### config.mk
export PLATFORM = sky130hd
export DESIGN_NAME = alu_share_ctrl_flat
export DESIGN_NICKNAME = d
export VERILOG_FILES = /design/src/rtl/alu_share_ctrl_if.sv /design/src/rtl/alu_share_ctrl.sv /design/src/flat_wrapper.sv
export SDC_FILE = /design/constraint.sdc
export NUM_CORES = 1
export LEC_CHECK = 0
export BUFFER_PORTS_ARGS = -buffer_cell sky130_fd_sc_hd__buf_4
export CORE_MARGIN = 2
export CORE_UTILIZATION = 25
export DETAILED_ROUTE_END_ITERATION = 8
export GPL_ROUTABILITY_DRIVEN = 0
export PLACE_DENSITY = 0.57
export SYNTH_ARGS = -nofsm -noshare
export SYNTH_HDL_FRONTEND = slang
export SYNTH_SLANG_ARGS = --single-unit
### constraint.sdc
create_clock -name clk -period 3.76 [get_ports clk]
set_clock_uncertainty 0.15 [all_clocks]
set_input_delay 0.376 -clock clk [delete_from_list [all_inputs] [get_ports clk]]
set_output_delay 0.376 -clock clk [all_outputs]
set_load 0.01 [all_outputs]
### src/rtl/alu_share_ctrl_if.sv
// alu_share_ctrl_if: request, response and ALU-side signals of the shared-ALU controller; slave = controller, master = environment
interface alu_share_ctrl_if #(parameter int WIDTH = 40);
  logic             req0_valid, req0_ready;
  logic [4:0]       req0_op;
  logic [WIDTH-1:0] req0_a, req0_b;
  logic             req1_valid, req1_ready;
  logic [4:0]       req1_op;
  logic [WIDTH-1:0] req1_a, req1_b;
  logic [WIDTH-1:0] alu_a, alu_b, alu_out;
  logic [4:0]       alu_s;
  logic             rsp_valid, rsp_ready, rsp_id, rsp_err;
  logic [WIDTH-1:0] rsp_data;
  modport slave (
    input  req0_valid, req0_op, req0_a, req0_b,
    input  req1_valid, req1_op, req1_a, req1_b,
    output req0_ready, req1_ready,
    output alu_a, alu_b, alu_s,
    input  alu_out,
    output rsp_valid, rsp_id, rsp_data, rsp_err,
    input  rsp_ready
  );
  modport master (
    output req0_valid, req0_op, req0_a, req0_b,
    output req1_valid, req1_op, req1_a, req1_b,
    input  req0_ready, req1_ready,
    input  alu_a, alu_b, alu_s,
    output alu_out,
    input  rsp_valid, rsp_id, rsp_data, rsp_err,
    output rsp_ready
  );
endinterface

### src/rtl/alu_share_ctrl.sv
// alu_share_ctrl: round-robin sharing of one registered ALU between two requesters (ports: clk, rst_n, bus slave modport)
module alu_share_ctrl #(
  parameter int WIDTH = 40,
  parameter int LAT   = 1
) (
  input logic          clk,
  input logic          rst_n,
  alu_share_ctrl_if.slave bus
);
  typedef enum logic [1:0] {IDLE, ISSUE, WAIT, RESP} state_t;
  localparam int CW = LAT > 1 ? $clog2(LAT) : 1;
  state_t           state_q, state_d;
  logic             last_grant_q, last_grant_d, id_q, id_d;
  logic [CW-1:0]    cnt_q, cnt_d;
  logic [WIDTH-1:0] alu_a_q, alu_a_d, alu_b_q, alu_b_d;
  logic [4:0]       alu_s_q, alu_s_d;
  logic [WIDTH-1:0] rsp_data_q, rsp_data_d;
  logic             rsp_err_q, rsp_err_d, rsp_id_q, rsp_id_d;
  logic             grant, accept, bad;
  logic [4:0]       sel_op;
  logic [WIDTH-1:0] sel_a, sel_b;
  // on a tie the requester that did not win last time gets the grant
  assign grant  = (bus.req0_valid && bus.req1_valid) ? ~last_grant_q : bus.req1_valid;
  assign sel_op = grant ? bus.req1_op : bus.req0_op;
  assign sel_a  = grant ? bus.req1_a : bus.req0_a;
  assign sel_b  = grant ? bus.req1_b : bus.req0_b;
  assign bad    = !(sel_op inside {5'b00101, 5'b00110, 5'b01000, 5'b01011}) ||
                  (sel_op == 5'b01011 && sel_b == '0);
  assign accept = bus.req0_ready || bus.req1_ready;
  always_ff @(posedge clk or negedge rst_n) begin
    if (!rst_n) begin
      state_q      <= IDLE;
      last_grant_q <= 1'b1;
      id_q         <= 1'b0;
      cnt_q        <= '0;
      alu_a_q      <= '0;
      alu_b_q      <= '0;
      alu_s_q      <= '0;
      rsp_data_q   <= '0;
      rsp_err_q    <= 1'b0;
      rsp_id_q     <= 1'b0;
    end else begin
      state_q      <= state_d;
      last_grant_q <= last_grant_d;
      id_q         <= id_d;
      cnt_q        <= cnt_d;
      alu_a_q      <= alu_a_d;
      alu_b_q      <= alu_b_d;
      alu_s_q      <= alu_s_d;
      rsp_data_q   <= rsp_data_d;
      rsp_err_q    <= rsp_err_d;
      rsp_id_q     <= rsp_id_d;
    end
  end
  always_comb begin
    state_d = state_q;
    case (state_q)
      IDLE:    state_d = accept ? (bad ? RESP : ISSUE) : IDLE;
      ISSUE:   state_d = WAIT;
      WAIT:    state_d = cnt_q == CW'(LAT - 1) ? RESP : WAIT;
      default: state_d = bus.rsp_ready ? IDLE : RESP;
    endcase
  end
  // operands reach the ALU only for legal ops; the opcode is live for the ISSUE cycle alone
  always_comb begin
    last_grant_d = last_grant_q;
    id_d         = id_q;
    cnt_d        = cnt_q;
    alu_a_d      = alu_a_q;
    alu_b_d      = alu_b_q;
    alu_s_d      = alu_s_q;
    rsp_data_d   = rsp_data_q;
    rsp_err_d    = rsp_err_q;
    rsp_id_d     = rsp_id_q;
    if (state_q == IDLE && accept) begin
      last_grant_d = grant;
      id_d         = grant;
      if (bad) begin
        rsp_data_d = '0;
        rsp_err_d  = 1'b1;
        rsp_id_d   = grant;
      end else begin
        alu_a_d = sel_a;
        alu_b_d = sel_b;
        alu_s_d = sel_op;
      end
    end
    if (state_q == ISSUE) begin
      alu_s_d = '0;
      cnt_d   = '0;
    end
    if (state_q == WAIT) begin
      cnt_d = cnt_q + 1'b1;
      if (cnt_q == CW'(LAT - 1)) begin
        rsp_data_d = bus.alu_out;
        rsp_err_d  = 1'b0;
        rsp_id_d   = id_q;
      end
    end
  end
  always_comb begin
    bus.req0_ready = state_q == IDLE && bus.req0_valid && !grant;
    bus.req1_ready = state_q == IDLE && bus.req1_valid && grant;
    bus.rsp_valid  = state_q == RESP;
    bus.rsp_data   = rsp_data_q;
    bus.rsp_err    = rsp_err_q;
    bus.rsp_id     = rsp_id_q;
    bus.alu_a      = alu_a_q;
    bus.alu_b      = alu_b_q;
    bus.alu_s      = alu_s_q;
  end
endmodule

### src/flat_wrapper.sv
// flat-port wrapper written by rule: the top's interface ports become plain ports
module alu_share_ctrl_flat 
#(
  parameter int WIDTH = 40,
  parameter int LAT   = 1
)
  (clk, rst_n, bus_req0_valid, bus_req0_op, bus_req0_a, bus_req0_b, bus_req1_valid, bus_req1_op, bus_req1_a, bus_req1_b, bus_req0_ready, bus_req1_ready, bus_alu_a, bus_alu_b, bus_alu_s, bus_alu_out, bus_rsp_valid, bus_rsp_id, bus_rsp_data, bus_rsp_err, bus_rsp_ready);
  alu_share_ctrl_if #(.WIDTH(WIDTH)) bus_i ();
  input logic clk;
  input logic rst_n;
  input wire logic [$bits(bus_i.req0_valid)-1:0] bus_req0_valid;
  input wire logic [$bits(bus_i.req0_op)-1:0] bus_req0_op;
  input wire logic [$bits(bus_i.req0_a)-1:0] bus_req0_a;
  input wire logic [$bits(bus_i.req0_b)-1:0] bus_req0_b;
  input wire logic [$bits(bus_i.req1_valid)-1:0] bus_req1_valid;
  input wire logic [$bits(bus_i.req1_op)-1:0] bus_req1_op;
  input wire logic [$bits(bus_i.req1_a)-1:0] bus_req1_a;
  input wire logic [$bits(bus_i.req1_b)-1:0] bus_req1_b;
  output wire logic [$bits(bus_i.req0_ready)-1:0] bus_req0_ready;
  output wire logic [$bits(bus_i.req1_ready)-1:0] bus_req1_ready;
  output wire logic [$bits(bus_i.alu_a)-1:0] bus_alu_a;
  output wire logic [$bits(bus_i.alu_b)-1:0] bus_alu_b;
  output wire logic [$bits(bus_i.alu_s)-1:0] bus_alu_s;
  input wire logic [$bits(bus_i.alu_out)-1:0] bus_alu_out;
  output wire logic [$bits(bus_i.rsp_valid)-1:0] bus_rsp_valid;
  output wire logic [$bits(bus_i.rsp_id)-1:0] bus_rsp_id;
  output wire logic [$bits(bus_i.rsp_data)-1:0] bus_rsp_data;
  output wire logic [$bits(bus_i.rsp_err)-1:0] bus_rsp_err;
  input wire logic [$bits(bus_i.rsp_ready)-1:0] bus_rsp_ready;
  assign bus_i.req0_valid = bus_req0_valid;
  assign bus_i.req0_op = bus_req0_op;
  assign bus_i.req0_a = bus_req0_a;
  assign bus_i.req0_b = bus_req0_b;
  assign bus_i.req1_valid = bus_req1_valid;
  assign bus_i.req1_op = bus_req1_op;
  assign bus_i.req1_a = bus_req1_a;
  assign bus_i.req1_b = bus_req1_b;
  assign bus_req0_ready = bus_i.req0_ready;
  assign bus_req1_ready = bus_i.req1_ready;
  assign bus_alu_a = bus_i.alu_a;
  assign bus_alu_b = bus_i.alu_b;
  assign bus_alu_s = bus_i.alu_s;
  assign bus_i.alu_out = bus_alu_out;
  assign bus_rsp_valid = bus_i.rsp_valid;
  assign bus_rsp_id = bus_i.rsp_id;
  assign bus_rsp_data = bus_i.rsp_data;
  assign bus_rsp_err = bus_i.rsp_err;
  assign bus_i.rsp_ready = bus_rsp_ready;
  alu_share_ctrl #(.WIDTH(WIDTH), .LAT(LAT)) u_core (.clk(clk), .rst_n(rst_n), .bus(bus_i));
endmodule
==> results of run 1 <==
## worst max-delay path, delay by kind of cell
family / cells / cell delay [ps]
compound gates: 1 / 230
buf+inv: 4 / 1360
simple gates: 1 / 250
## path summary, 6_finish.rpt
path                                     from                 endpoint  slack [ps]  cells past startpoint
hold reg to reg            u_core.bus.rsp_err       u_core.bus.rsp_err         340                      1
max in group asynchronous               rst_n      u_core.bus.alu_b[2]        2110                      3
setup / recovery               bus_req0_valid           bus_req1_ready        1020                      6
setup reg to reg            u_core.state_q[0]      u_core.bus.alu_a[4]        1180                      7
hold / removal                bus_alu_out[22]  u_core.bus.rsp_data[22]          10                      3
min in group asynchronous               rst_n     u_core.bus.alu_b[20]         500                      2
## where the power goes
part	switching [mW]	total, mW	internal, mW
sequential	0.390	2.50	2.11
clock	0.734	1.63	0.894
combinational	1.67	3.23	1.56
total	2.80	7.36	4.57
## cells in the final DEF, fill, tap and decap left out, drive strengths merged, types with 3 or more instances in the layout
cell and n:
a21oi 86, a31oi 82, buf 355, clkbuf 18, clkinv 5, clkinvlp 3, dfrtp 131, dlygate4sd3 21
ha 4, inv 9, mux2i 85, nand2 90, nand2b 7, nand4 6, nor2 7, nor4 19
o21ai 42
## per-layer routing
| layer | GRT usage | wire (um) |
|---|---|---|
| met5 | 0 | 0 |
| met4 | 0.0474 | 406 |
| met3 | 0.0543 | 2000 |
| met1 | 0.208 | 9600 |
| met2 | 0.286 | 11600 |
## logic make-up (layout without fill, tap and decap cells)
group,Yosys count,in the layout,share of synthesized area
buffers and inverters,62,411,0.0440
other,0,1,0
AO/OA/AOI/OAI,218,218,0.195
multiplexers,86,86,0.134
AND/OR/NAND/NOR,140,140,0.102
XOR/XNOR,2,2,0.00273
adder cells (fa/ha/maj),4,4,0.00779
flip-flops,132,132,0.515
## flip-flops by register name, summed over array words and instances (netlist names)
| register | count |
|---|---|
| u_core.bus.alu_a | 40 |
| u_core.bus.alu_b | 40 |
| u_core.bus.rsp_data | 40 |
| u_core.bus.alu_s | 5 |
| u_core.state_q | 2 |
| u_core.bus.rsp_err | 1 |
| u_core.bus.rsp_id | 1 |
| u_core.cnt_q | 1 |
| u_core.id_q | 1 |
| u_core.last_grant_q | 1 |
## layout make-up
class / instances / area (um2) / share of cell area
multi-input cells: 450 / 2850 / 0.283
diodes: 1 / 2.50 / 0.000248
repair buffers: 376 / 2920 / 0.289
clock buffers: 18 / 439 / 0.0436
well taps: 330 / 413 / 0.0410
inverters: 3 / 11.3 / 0.00112
clock inverters: 14 / 141 / 0.0140
flip-flops and latches: 132 / 3300 / 0.328
## through the flow
stage,power (mW),hold WS (ps),utilization
3_5_place_dp,5.80,331,0.369
4_1_cts,7.48,0.0304,0.400
5_1_grt,7.90,6.33,0.400
3_3_place_gp,5.74,326,0.369
2_1_floorplan,4.09,-69.6,-
6_report,7.36,12.0,0.400
## timing repair
item,4_1_cts,5_1_grt
hold buffers,20,1
gates resized for setup,0,0
hold endpoints to repair,68,1
==> impl_metrics.json, run 1 <==
{
  "cp_slowest_cell": "dlygate4sd3_1",
  "path_class": "primary input to output port",
  "synth_warnings": 0,
  "start_util": 0.255,
  "route.vias.total": 6295,
  "synth_seq_cells": 132,
  "synthFlopType": "dfrtp_1",
  "avgRoutedWirePerCell_um": 17.8,
  "ir_drop_mv": 0.293,
  "pre_cts_slack_ps": 695,
  "clk_pin_slew_worst_paths_ps": 70,
  "critPathLaunchType": "primary input",
  "grt_pass1_vias": 6109,
  "hold_viol": 0,
  "ctsRootBufferMaster": "clkbuf_16",
  "drive_above_1_share": 0.400,
  "rsz0062_at_grt": "no",
  "final_cells": 1324,
  "ys_seq_area_frac": 0.515,
  "firstDrtPassIters": 5,
  "arrival_ps": 2210,
  "synth_cell_types": 39,
  "cts-buffers-inserted": 17,
  "crit_chain": "dlygate4sd3_1 > buf_4 > a21boi_4 > buf_12 > and2_1 > buf_4",
  "io_buffer_count": 344,
  "p_leak_nw": 4.74,
  "ios": 345,
  "clk_path_buf_depth": 2,
  "synth.avg_cell_area_um2": 9.97,
  "status": "completed",
  "ant_nets": 0,
  "drc": 0,
  "dieArea_um2": 27000,
  "grt_max_degree": 133,
  "fin_nets": 1199,
  "synthesis.nets": 863,
  "grt_use_total": 0.170,
  "power.density_cell_area_nw_per_um2": 730,
  "cts_tree": "done",
  "antenna_found_initial": 1,
  "critPathRequiredTime_ps": 3230,
  "fp.dieW_um": 164,
  "hpwl_um": 17100,
  "synth_area_leaders": "dfrtp_1, mux2i_1, a31oi_1",
  "fp.dieH_um": 164,
  "synth_commonest_cells": "dfrtp_1, nand2_1, a21oi_1, mux2i_1, a31oi_1",
  "grt_pass1_wl_um": 35100,
  "placed_cells": 1270,
  "num-fill-cells": 2520,
  "slew_headroom": 0.356,
  "placeableCoreArea_um2": 25200,
  "syn_to_final_growth_pct": 56.9,
  "maxSlewViolCount": 0,
  "critPathCaptureType": "output port",
  "async_flop_share": 1.00,
  "drv_cap": 0,
  "setup-violations-final": 0,
  "rows": 58,
  "critPathMostFrequentCell": "buf_4",
  "clk_latency_ps": 420,
  "synth_top_area_share": 0.510,
  "place_area_um2": 9290,
  "period_share": 0.728,
  "slowest_delay_ps": 560,
  "viasPerCell": 4.75,
  "min_path_type": "primary input to flip-flop",
  "htreeDepth": 4,
  "synth_top_cell_by_area": "dfrtp_1",
  "crit_fanout": 84,
  "period_minus_slack_ps": 2740,
  "worst_slack_ps": 1020,
  "cts_setup_buffers": 0,
  "synth_area_um2": 6420,
  "tightest_slew_ps": 967,
  "cts.sinks": 132,
  "synth_most_common_cell": "dfrtp_1",
  "fmax_mhz": 365,
  "postLayoutCellArea_um2": 10100,
  "synth_edf_count": 0,
  "drt-initial-drc-count": 415,
  "setup_tns_ps": 0,
  "grt_overflow": 0,
  "drt-total-wl_um": 23600,
  "netlist_instances": 644
}
No activity file was read; power rests on OpenSTA's default activity.
==> inputs of run 2 (changes only) <==
--- a/config.mk
+++ b/config.mk
@@ -10,7 +10,7 @@
 export CORE_UTILIZATION = 25
 export DETAILED_ROUTE_END_ITERATION = 8
 export GPL_ROUTABILITY_DRIVEN = 0
-export PLACE_DENSITY = 0.57
+export PLACE_DENSITY = 0.59
 export SYNTH_ARGS = -nofsm -noshare
 export SYNTH_HDL_FRONTEND = slang
 export SYNTH_SLANG_ARGS = --single-unit
==> constraint.sdc (replaced) <==
create_clock -name clk -period 2.3 [get_ports clk]
set_clock_uncertainty 0.15 [all_clocks]
set_input_delay 0.23 -clock clk [delete_from_list [all_inputs] [get_ports clk]]
set_output_delay 0.23 -clock clk [all_outputs]
set_load 0.01 [all_outputs]
==> impl_metrics.json, run 2 (synthesis gave the netlist of run 1 again) <==
{
  "avgRoutedWirePerCell_um": 17.8,
  "finalPower_mw": 12.7,
  "arrival_ps": 2380,
  "route.vias.total": 6932,
  "cts.sinks": 132,
  "hold_viol": 0,
  "critPathRequiredTime_ps": 2420,
  "rsz0062_at_grt": "no",
  "reg2regPathDepth": 5,
  "multi_input_area_um2": 2860,
  "drt-total-wl_um": 26000,
  "endpoint": "u_core.bus.alu_b[34]",
  "critPathLaunchType": "primary input",
  "maxSlewViolCount": 0,
  "io_buffer_count": 344,
  "drt-initial-drc-count": 470,
  "grt_use_total": 0.180,
  "fmax_mhz": 444,
  "grt_pass1_vias": 6852,
  "postLayoutCoreUtil": 0.458,
  "drc": 0,
  "rows": 58,
  "clk_path_buf_depth": 2,
  "ant_nets": 0,
  "num-fill-cells": 2331,
  "cts_tree": "done",
  "setup_tns_ps": 0,
  "grt_overflow": 0,
  "timing.rr.start": "u_core.last_grant_q",
  "fp.dieW_um": 164,
  "status": "completed",
  "antennaDiodeCount": 0,
  "timing.rr.end": "u_core.bus.alu_b[34]",
  "viasPerCell": 4.76,
  "fin_nets": 1334,
  "power.density_cell_area_nw_per_um2": 1100,
  "drv_cap": 0,
  "period_share": 0.979,
  "p_leak_nw": 5.39,
  "cts-buffers-inserted": 17,
  "crit_fanout": 22,
  "postLayoutCellArea_um2": 11500,
  "seq_area_um2": 3300,
  "holdWs_ps": 15.2,
  "antenna_found_initial": 0,
  "r2r_slack_ps": 230,
  "placeableCoreArea_um2": 25200,
  "path_class": "primary input to flip-flop",
  "ctsRootBufferMaster": "clkbuf_16",
  "startpoint": "bus_req0_valid",
  "place_area_um2": 9530,
  "syn_to_final_growth_pct": 79.5,
  "fp.dieH_um": 164,
  "min_path_cells": 3,
  "layout_common_cells": "buf_4, dfrtp_1, dlygate4sd3_1",
  "min_path_type": "primary input to flip-flop",
  "seqPwrFrac": 0.324,
  "p_sw_frac": 0.366,
  "pwr-share-comb": 0.454,
  "drive_above_1_share": 0.378,
  "grt_pass1_wl_um": 37100,
  "clk_pin_slew_worst_paths_ps": 60,
  "setup-violations-final": 0,
  "hpwl_um": 17500,
  "p_int_mw": 8.05,
  "tightest_slew_ps": 526,
  "clk_latency_ps": 410,
  "start_util": 0.255,
  "p_clk_frac": 0.222,
  "dieArea_um2": 27000,
  "slew_headroom": 0.649,
  "htreeDepth": 4,
  "period_minus_slack_ps": 2250,
  "p_switching_mw": 4.64,
  "critPathCaptureType": "flip-flop",
  "layout_commonest_cell": "buf_4",
  "firstDrtPassIters": 5,
  "grt_max_degree": 115,
  "ir_drop_mv": 0.486,
  "ios": 345
}
-- run 2: cell count changes in the layout (fill, tap and decap cells not counted), moves of 2 or more --
| cell | change |
|---|---|
| buf_6 | +2 |
| buf_4 | +16 |
| clkbuf_16 | +2 |
| buf_12 | +7 |
| bufinv_16 | +3 |
| clkinv_8 | -2 |
| dlygate4sd3_1 | +106 |
| inv_8 | -3 |
-- run 2: what timing repair did --
item | in CTS | in global routing
buffers inserted | 0 | 4
setup endpoints to repair | 0 | 49
gates resized for setup | 0 | 6
endpoints found under the hold margin | 131 | 0
hold buffers | 128 | 0
-- run 2: power groups by stage --
stage	combinational [mW]	sequential (mW)	clock, mW
2_1_floorplan	2.12	4.56	0
3_3_place_gp	5.40	4.11	0
3_5_place_dp	5.49	4.12	0
4_1_cts	5.69	4.12	2.91
5_1_grt	6.30	4.26	3.01
6_report	5.76	4.11	2.82
-- run 2: stage by stage --
step / worst slack [ps] / std cells
finish: 47.9 / 1457
global route: 3.15 / 1457
CTS: 19.3 / 1450
detailed placement: -317 / 1291
global placement: -253 / 1291
floorplan: 355 / 644
-- run 2: worst min path at each step --
stage / startpoint / to / slack, ps
floorplan: rst_n / u_core.bus.alu_a[0] / -220
global placement: rst_n / u_core.bus.rsp_data[27] / 40
detailed placement: rst_n / u_core.bus.rsp_data[27] / 50
CTS: bus_req1_b[3] / u_core.bus.alu_b[3] / 1
global route: bus_req1_a[38] / u_core.bus.alu_a[38] / 4
finish: bus_req0_a[19] / u_core.bus.alu_a[19] / 20
-- run 2: worst max-delay path: stages --
cell           delay [ps]
dlygate4sd3_1         570
buf_4                 170
a21boi_4              270
buf_12                240
mux2i_1               210
dlygate4sd3_1         570
a31oi_1                80
-- run 2: layout make-up --
type / instances / share of cell area
repair buffers: 511 / 0.376
flip-flops and latches: 132 / 0.287
multi-input cells: 450 / 0.248
clock buffers: 17 / 0.0369
well taps: 330 / 0.0358
clock inverters: 14 / 0.0155
inverters: 3 / 0.000977
-- run 2: routing by layer --
layer	part of all wire	track usage	vias up
met5	0	0	-
met4	0.026	0.0754	0
met3	0.080	0.0497	34
met2	0.49	0.306	285
met1	0.40	0.213	3301
li1	-	-	3312
==> inputs of run 3 (changes only) <==
--- a/config.mk
+++ b/config.mk
@@ -10,7 +10,7 @@
 export CORE_UTILIZATION = 25
 export DETAILED_ROUTE_END_ITERATION = 8
 export GPL_ROUTABILITY_DRIVEN = 0
-export PLACE_DENSITY = 0.59
+export PLACE_DENSITY = 0.57
 export SYNTH_ARGS = -nofsm -noshare
 export SYNTH_HDL_FRONTEND = slang
 export SYNTH_SLANG_ARGS = --single-unit
==> constraint.sdc (replaced) <==
create_clock -name clk -period 2.9 [get_ports clk]
set_clock_uncertainty 0.15 [all_clocks]
set_input_delay 0.29 -clock clk [delete_from_list [all_inputs] [get_ports clk]]
set_output_delay 0.29 -clock clk [all_outputs]
set_load 0.01 [all_outputs]
==> impl_metrics.json, run 3 (synthesis gave the netlist of run 1 again) <==
{
  "status": "completed",
  "timing.rr.start": "u_core.state_q[0]",
  "final_cells": 1351,
  "grt_overflow": 0,
  "layout_common_cells": "buf_4, dfrtp_1, nand2_1",
  "fmax_mhz": 374,
  "holdWs_ps": 14.1,
  "crit_chain": "dlygate4sd3_1 > buf_4 > a21boi_4 > buf_4 > and2_1 > buf_4",
  "viasPerCell": 4.68,
  "htreeDepth": 4,
  "startpoint": "bus_req0_valid",
  "slowest_delay_ps": 610,
  "syn_to_final_growth_pct": 61.8,
  "grt_use_total": 0.169,
  "avgRoutedWirePerCell_um": 17.5,
  "num-fill-cells": 2496,
  "cp_slowest_cell": "buf_4",
  "cts_hold_buffers": 43,
  "ant_nets": 0,
  "p_leak_nw": 4.89,
  "fp.dieH_um": 164,
  "rows": 58,
  "start_util": 0.255,
  "drv_cap": 0,
  "grt_max_degree": 106,
  "critPathCaptureType": "output port",
  "arrival_ps": 2240,
  "crit_buf_inv": 4,
  "hold_viol": 0,
  "dieArea_um2": 27000,
  "clk_latency_ps": 420,
  "fin_nets": 1226,
  "slew_headroom": 0.496,
  "endpoint": "bus_req1_ready",
  "ir_drop_mv": 0.424,
  "maxSlewViolCount": 0,
  "reg2regPathDepth": 7,
  "critPathLaunchType": "primary input",
  "firstDrtPassIters": 5,
  "layout_commonest_cell": "buf_4",
  "postLayoutCoreUtil": 0.413,
  "fp.dieW_um": 164,
  "setup_tns_ps": 0,
  "cts-buffers-inserted": 17,
  "period_minus_slack_ps": 2680,
  "clk_pin_slew_worst_paths_ps": 60,
  "power.density_cell_area_nw_per_um2": 937,
  "route.vias.total": 6322,
  "grt_pass1_vias": 6153,
  "ctsRootBufferMaster": "clkbuf_16",
  "cts.sinks": 132,
  "period_share": 0.923,
  "critPathRequiredTime_ps": 2460,
  "drive_above_1_share": 0.394,
  "finalPower_mw": 9.74,
  "placeableCoreArea_um2": 25200,
  "io_buffer_count": 344,
  "rsz0062_at_grt": "no",
  "cp.depth": 6,
  "crit_family": "buffers and inverters",
  "grt_pass1_wl_um": 35000,
  "critPathMostFrequentCell": "buf_4",
  "post_cts_resized": 0,
  "tightest_slew_ps": 755,
  "cts_tree": "done",
  "min_path_type": "primary input to flip-flop",
  "setup-violations-final": 0,
  "placed_cells": 1275,
  "crit_fanout": 44,
  "antenna_found_initial": 1,
  "drt-initial-drc-count": 371,
  "drc": 0,
  "path_class": "primary input to output port",
  "ios": 345,
  "clk_path_buf_depth": 2,
  "r2r_slack_ps": 500,
  "cts_setup_buffers": 0,
  "hpwl_um": 16900,
  "drt-total-wl_um": 23600,
  "timing.rr.end": "u_core.bus.alu_b[33]"
}
run 3: cell types whose count changed in the layout (fill, tap and decap cells not counted), moves of 2 or more:
cell | previous run | this run
buf_6 | 3 | 1
dlygate4sd3_1 | 127 | 43
clkinv_2 | 1 | 3
clkinvlp_4 | 3 | 1
buf_4 | 367 | 354
buf_12 | 10 | 5
clkbuf_16 | 19 | 17
run 3: power breakdown:
| group | switching, mW | leakage (nW) | internal [mW] |
|---|---|---|---|
| Sequential | 0.501 | 1.60 | 2.74 |
| Clock | 0.867 | 0.301 | 1.39 |
| Combinational | 2.18 | 2.98 | 2.07 |
run 3: worst register-to-register path: cells and delay by family, from the launching register on:
family | cells | cell delay [ps]
AO/OA/AOI/OAI | 3 | 650
adder cells (fa/ha/maj) | 1 | 260
buffers and inverters | 2 | 620
flip-flops | 1 | 400
AND/OR/NAND/NOR | 1 | 230
run 3: through the flow:
step | worst slack, ps | instance area, um2
6_report | 223 | 10400
5_1_grt | 157 | 10400
4_1_cts | 190 | 10400
3_5_place_dp | 181 | 9350
3_3_place_gp | 224 | 9350
2_1_floorplan | 955 | 6420
run 3: worst min-delay path by stage:
stage | startpoint | to | depth (start not counted)
global route | bus_req1_valid | u_core.id_q | 3
global placement | rst_n | u_core.bus.alu_b[21] | 1
finish | bus_req1_valid | u_core.id_q | 3
floorplan | rst_n | u_core.bus.alu_a[0] | 0
detailed placement | rst_n | u_core.bus.alu_b[21] | 1
CTS | bus_req1_valid | u_core.id_q | 3
run 3: area by class of cell:
cell class                      count  area, um2  share of cell area
Sequential cell                   132       3300               0.318
Antenna cell                        1       2.50            0.000241
Timing Repair Buffer              403       3200               0.308
Multi-Input combinational cell    450       2850               0.274
Inverter                            3       11.3             0.00108
Tap cell                          330        413              0.0397
Clock buffer                       18        439              0.0423
Clock inverter                     14        174              0.0167
run 3: layer usage:
metal | GRT usage | vias to the layer above | part of all wire
met5 | 0 | - | 0
met4 | 0.0379 | 0 | 0.012
met3 | 0.0596 | 14 | 0.082
met2 | 0.288 | 247 | 0.49
met1 | 0.205 | 2971 | 0.41
li1 | - | 3090 | -
